<file path="src/rtl/fifo_rd_ctrl_if.sv">
// Read-side FIFO bundle: consumer strobe, pointer exchange with the write side, memory read port, flags.
// The underflow flag exists only when FIFO_RD_UNDERFLOW_EN is defined.
interface fifo_rd_ctrl_if #(
   parameter int DWIDTH = 8,
   parameter int AWIDTH = 4
);
   logic              readN;
   logic [AWIDTH:0]   wr_ptr;
   logic [AWIDTH-1:0] rd_addr;
   logic [DWIDTH-1:0] mem_data;
   logic [AWIDTH:0]   rd_ptr;
   logic [DWIDTH-1:0] data_out;
   logic              data_valid;
   logic              empty;
   logic              almost_empty;
   logic [AWIDTH:0]   fill_level;
`ifdef FIFO_RD_UNDERFLOW_EN
   logic              underflow;
`endif

   // master: the read controller; slave: write side, memory and consumer around it
   modport master (
      input  readN, wr_ptr, mem_data,
      output rd_addr, rd_ptr, data_out, data_valid, empty, almost_empty, fill_level
`ifdef FIFO_RD_UNDERFLOW_EN
      , output underflow
`endif
   );

   modport slave (
      output readN, wr_ptr, mem_data,
      input  rd_addr, rd_ptr, data_out, data_valid, empty, almost_empty, fill_level
`ifdef FIFO_RD_UNDERFLOW_EN
      , input underflow
`endif
   );
endinterface

</file>
<file path="src/rtl/fifo_rd_ctrl.sv">
// FIFO read controller: owns rd_ptr, registers the read word one cycle after an accepted readN; reads on
// empty are dropped and never stall. FIFO_RD_UNDERFLOW_EN adds a sticky underflow flag.
module fifo_rd_ctrl #(
   parameter int DWIDTH    = 8,
   parameter int AWIDTH    = 4,
   parameter int AE_THRESH = 2
) (
   input  logic           clk,
   input  logic           rstN,
   fifo_rd_ctrl_if.master bus
);
   localparam logic [AWIDTH:0] PTR_ONE  = (AWIDTH+1)'(1);
   localparam logic [AWIDTH:0] AE_LEVEL = (AWIDTH+1)'(AE_THRESH);

   logic [AWIDTH:0]   rd_ptr_q;
   logic [DWIDTH-1:0] data_q;
   logic              valid_q;
   logic [AWIDTH:0]   fill;
   logic              is_empty;
   logic              accept;

   // Modular difference of wrap-bit pointers: equal means empty, MSB-only difference means full.
   always_comb begin
      fill     = bus.wr_ptr - rd_ptr_q;
      is_empty = (fill == '0);
      accept   = !bus.readN && !is_empty;
   end

   always_ff @(posedge clk or negedge rstN) begin
      if (!rstN) begin
         rd_ptr_q <= '0;
         data_q   <= '0;
         valid_q  <= 1'b0;
      end else begin
         valid_q <= accept;
         if (accept) begin
            data_q   <= bus.mem_data;
            rd_ptr_q <= rd_ptr_q + PTR_ONE;
         end
      end
   end

`ifdef FIFO_RD_UNDERFLOW_EN
   logic uflow_q;

   always_ff @(posedge clk or negedge rstN) begin
      if (!rstN) begin
         uflow_q <= 1'b0;
      end else if (!bus.readN && is_empty) begin
         uflow_q <= 1'b1;
      end
   end

   assign bus.underflow = uflow_q;
`endif

   // Address comes straight from the pointer flop so the memory sees no combinational glitches.
   assign bus.rd_addr      = rd_ptr_q[AWIDTH-1:0];
   assign bus.rd_ptr       = rd_ptr_q;
   assign bus.data_out     = data_q;
   assign bus.data_valid   = valid_q;
   assign bus.empty        = is_empty;
   assign bus.almost_empty = (fill <= AE_LEVEL);
   assign bus.fill_level   = fill;
endmodule

</file>
<file path="src/flat_wrapper.sv">
// flat-port wrapper written by rule: the top's interface ports become plain ports
module fifo_rd_ctrl_flat 
#(
   parameter int DWIDTH    = 8,
   parameter int AWIDTH    = 4,
   parameter int AE_THRESH = 2
)
  (clk, rstN, bus_readN, bus_wr_ptr, bus_mem_data, bus_rd_addr, bus_rd_ptr, bus_data_out, bus_data_valid, bus_empty, bus_almost_empty, bus_fill_level);
  fifo_rd_ctrl_if #(.DWIDTH(DWIDTH), .AWIDTH(AWIDTH)) bus_i ();
  input  logic clk;
  input  logic rstN;
  input wire logic [$bits(bus_i.readN)-1:0] bus_readN;
  input wire logic [$bits(bus_i.wr_ptr)-1:0] bus_wr_ptr;
  input wire logic [$bits(bus_i.mem_data)-1:0] bus_mem_data;
  output wire logic [$bits(bus_i.rd_addr)-1:0] bus_rd_addr;
  output wire logic [$bits(bus_i.rd_ptr)-1:0] bus_rd_ptr;
  output wire logic [$bits(bus_i.data_out)-1:0] bus_data_out;
  output wire logic [$bits(bus_i.data_valid)-1:0] bus_data_valid;
  output wire logic [$bits(bus_i.empty)-1:0] bus_empty;
  output wire logic [$bits(bus_i.almost_empty)-1:0] bus_almost_empty;
  output wire logic [$bits(bus_i.fill_level)-1:0] bus_fill_level;
  assign bus_i.readN = bus_readN;
  assign bus_i.wr_ptr = bus_wr_ptr;
  assign bus_i.mem_data = bus_mem_data;
  assign bus_rd_addr = bus_i.rd_addr;
  assign bus_rd_ptr = bus_i.rd_ptr;
  assign bus_data_out = bus_i.data_out;
  assign bus_data_valid = bus_i.data_valid;
  assign bus_empty = bus_i.empty;
  assign bus_almost_empty = bus_i.almost_empty;
  assign bus_fill_level = bus_i.fill_level;
  fifo_rd_ctrl #(.DWIDTH(DWIDTH), .AWIDTH(AWIDTH), .AE_THRESH(AE_THRESH)) u_core (.clk(clk), .rstN(rstN), .bus(bus_i));
endmodule
</file>
<file path="config.mk">
export PLATFORM = sky130hd
export DESIGN_NAME = fifo_rd_ctrl_flat
export DESIGN_NICKNAME = d
export VERILOG_FILES = /design/src/rtl/fifo_rd_ctrl_if.sv /design/src/rtl/fifo_rd_ctrl.sv /design/src/flat_wrapper.sv
export SDC_FILE = /design/constraint.sdc
export NUM_CORES = 1
export LEC_CHECK = 0
export BUFFER_PORTS_ARGS = -buffer_cell sky130_fd_sc_hd__clkbuf_2
export CORE_MARGIN = 2
export CORE_UTILIZATION = 47
export CTS_BUF_LIST = sky130_fd_sc_hd__clkbuf_4 sky130_fd_sc_hd__clkbuf_8
export DETAILED_ROUTE_END_ITERATION = 8
export PLACE_DENSITY = 0.8
export SLEW_MARGIN = 30
export SYNTH_ARGS = -nofsm -noshare
export SYNTH_HDL_FRONTEND = slang
export SYNTH_SLANG_ARGS = --single-unit
</file>
<file path="constraint.sdc">
create_clock -name clk -period 2.7 [get_ports clk]
set_input_delay 0 -clock clk [delete_from_list [all_inputs] [get_ports clk]]
set_output_delay 0 -clock clk [all_outputs]
set_load 0.005 [all_outputs]
</file>
==> impl_results.md <==
* Die Ht at 47.2 µm
* Post-route insts no fill at 148
* Post-CTS setup repair buffer count at 0
* # nets final at between 100 and 150
* Post-synth top flop: dfrtp_1
* Sw frac at 43.6%
* Clock transition at path regs at 0.09 ns
* Routed vias/inst at 4.76
* Layout cells sized above 1 at a little under half
* Final count of hold timing violations at 0
* Synth area leaders: dfrtp_1, mux2_4, ha_1
* Clock group share of total power at 11.2%
* DP HPWL at ~1.5 mm
* Cells after synthesis at 73
* Internal power at 0.000786 W
* Sequential fraction of the synthesis area at 39.9%
* Clock Skew at 0.00343 ns
* Pre-antenna DRT Iters at 4
* Syn avg cell area at 12.0 µm²
* Delay-heaviest family, CP: compound AO/OA/AOI/OAI gates
* Worst EP arrival at 2.72 ns
* DRC viols at 0
* Synth top cells by count: dfrtp_1, inv_1, mux2_4
* Unrepaired setup endpoints after global routing: false
* Sequential power share at 24.8%
* Synth area leader: dfrtp_1
* Fin. max-slew vios at 0
* Die Width at 47.2 µm
* Max incr delay on CP at 0.47 ns
* Peak VDD IR at 0.738 mV
* Count leader, synth: dfrtp_1
* Placed insts at between 100 and 150
* Rows at 15
* Post-Syn Nets at 95
* Clock sinks at 14
* Max Cap Viol at 0
* First-pass GRT wire length at 3.17 mm
* Die area at roughly 2200 µm²
* Power Dens Cells at 1150 nW/µm²
* Critical path, cell by cell: ha_1 > fa_1 > nand2b_1 > a21oi_4 > mux2i_4 > a31oi_4 > mux2_2
* Hold crit path type: input pin to flip-flop
* Worst-path maximum fanout at 11
* Critical Path Slowest Stage Cell: a31oi_4
* Ports at between 40 and 50
* Final setup violation count at 0
* EDFF count, synth at 0
* Crit path buf inv count at 0
* Netlist Area Pre-Place at 877 µm²
* Core region area at 1750 µm²
* Fin crit share at a little over nine tenths
* TritonCTS Buffers at 3
* Vias at approximately 700
* Number of port buffers at 40
* Antenna violations before repair at 0
* TritonCTS clock tree: done
* Starting Density at 50.3%
* CTS H-tree lvls at 1
* Top cell type's share of synthesized area at 39.9%
* Worst slew pin tran at approximately 0.53 ns
* Ys Warns at 0
* Skew-Pair Late Insertion Delay at 0.28 ns
* P_leak at 0.637 nW
* Critical path data required time at ~2.9 ns
* Netlist cell types at 21
* Slew HR at 64.8%
* Final ANT Viol Nets at 0
* Total Neg Setup Slack at 0 ns
* Synth async-reset ratio at 100%
* Clk buf depth at 2
* #FFs+latches synth at 14
* Status: completed
* Critical path class: flip-flop to flip-flop
* Tmin final at 2.54 ns
* Logic pwr share at between 60% and 70%
* Detailed Route WL at ~2.1 mm
* Global route total overflow at 0
* Gpl congestion at about 0.75
* Fmax at 0.393 GHz
* Net Switching at 0.000607 W
* Gr usage total at 21.4%
* Largest net degree at the start of global routing at 15
* Mean routed wirelength per cell at ~14 µm
* Clock Tree Root: clkbuf_4
* 1st-iter DRT viols at 10
* Antenna Cells at 0
* Vias in the first global route at 676
* Layout area overhead at 37.8%
* Worst Setup End Kind: flip-flop
* Critical Path Start Type: flip-flop
[worst register-to-register path: cells and delay by family, from the launching register on]
kind,cells,cell delay (ns)
AOI/OAI and AO/OA,2,0.68
DFF,1,0.39
and+or+nand+nor,1,0.21
muxes,2,0.51
adders and majority gates,2,0.66
[cells by family after synthesis]
family / synth area share (%)
xor gates and xnor gates: 8.85
and+or+nand+nor: 6.85
muxes: 17.5
adders and majority gates: 9.42
buffers and inverters: 8.99
DFF: 39.9
AOI/OAI and AO/OA: 8.42
[state kept, by name, indices dropped and copies added (netlist names)]
name	count
u_core.bus.rd_ptr	5
u_core.bus.data_valid	1
u_core.bus.data_out	8
[area by class of cell]
class                      instances  area, µm²
clock buffer                       4       36.3
fill                             132        537
inverter                          10       37.5
multi-input combinational         44        448
sequential                        14        350
tap                               25       31.3
timing repair buffer              51        305
[power groups by stage]
| stage | logic (W) | clock network (W) | registers, W |
|---|---|---|---|
| 5_1_grt | 0.000982 | 0.000164 | 0.000352 |
| 2_1_floorplan | 0.000580 | 0 | 0.000358 |
| 3_3_place_gp | 0.000832 | 0 | 0.000341 |
| 6_report | 0.000893 | 0.000155 | 0.000345 |
| 4_1_cts | 0.000891 | 0.000154 | 0.000342 |
| 3_5_place_dp | 0.000867 | 0 | 0.000346 |
[metal layers]
| metal | GRT usage [%] | part of all wire (%) |
|---|---|---|
| met3 | 3.46 | 3.1 |
| met1 | 24.0 | 40 |
| met5 | 0 | 0 |
| met4 | 10.0 | 1.8 |
| met2 | 39.2 | 55 |
[metrics by stage]
step	hold WS, ns	cell area (µm²)	power, W	worst slack (ns)	utilization, %
global placement	-0.0885	1080	0.00117	0.288	62.0
floorplan	-0.296	877	0.000938	0.290	-
global route	0.0321	1210	0.00150	0.0241	69.2
CTS	0.0307	1210	0.00139	0.157	69.2
detailed placement	-0.0840	1080	0.00121	0.201	62.0
finish	0.0380	1210	0.00139	0.155	69.2
[cells in the final DEF, fill, tap and decap left out, types with 3 or more instances in the layout]
cell	n
clkbuf_2	40
dfrtp_1	14
inv_1	10
dlygate4sd3_1	9
mux2_4	8
nor2_1	5
ha_1	5
xor2_1	4
nand2b_1	3
xnor2_1	3
a311oi_1	3
clkbuf_4	3
[worst paths after layout]
kind,start,endpoint,slack [ns],cells past startpoint
setup / recovery,u_core.bus.rd_ptr[0],u_core.bus.rd_ptr[1],0.16,7
hold / removal,bus_readN,u_core.bus.data_valid,0.04,2
setup reg to reg,u_core.bus.rd_ptr[0],u_core.bus.rd_ptr[1],0.16,7
hold reg to reg,u_core.bus.rd_ptr[4],u_core.bus.rd_ptr[4],0.52,1
max in group asynchronous,rstN,u_core.bus.data_out[7],2.31,2
min in group asynchronous,rstN,u_core.bus.data_out[6],0.14,2
[timing repair]
item / in CTS / in global routing
hold buffers: 9 / 0
hold endpoints to repair: 22 / 0
resized for setup: 0 / 0
Note: power is estimated with default switching activity, not from simulation.
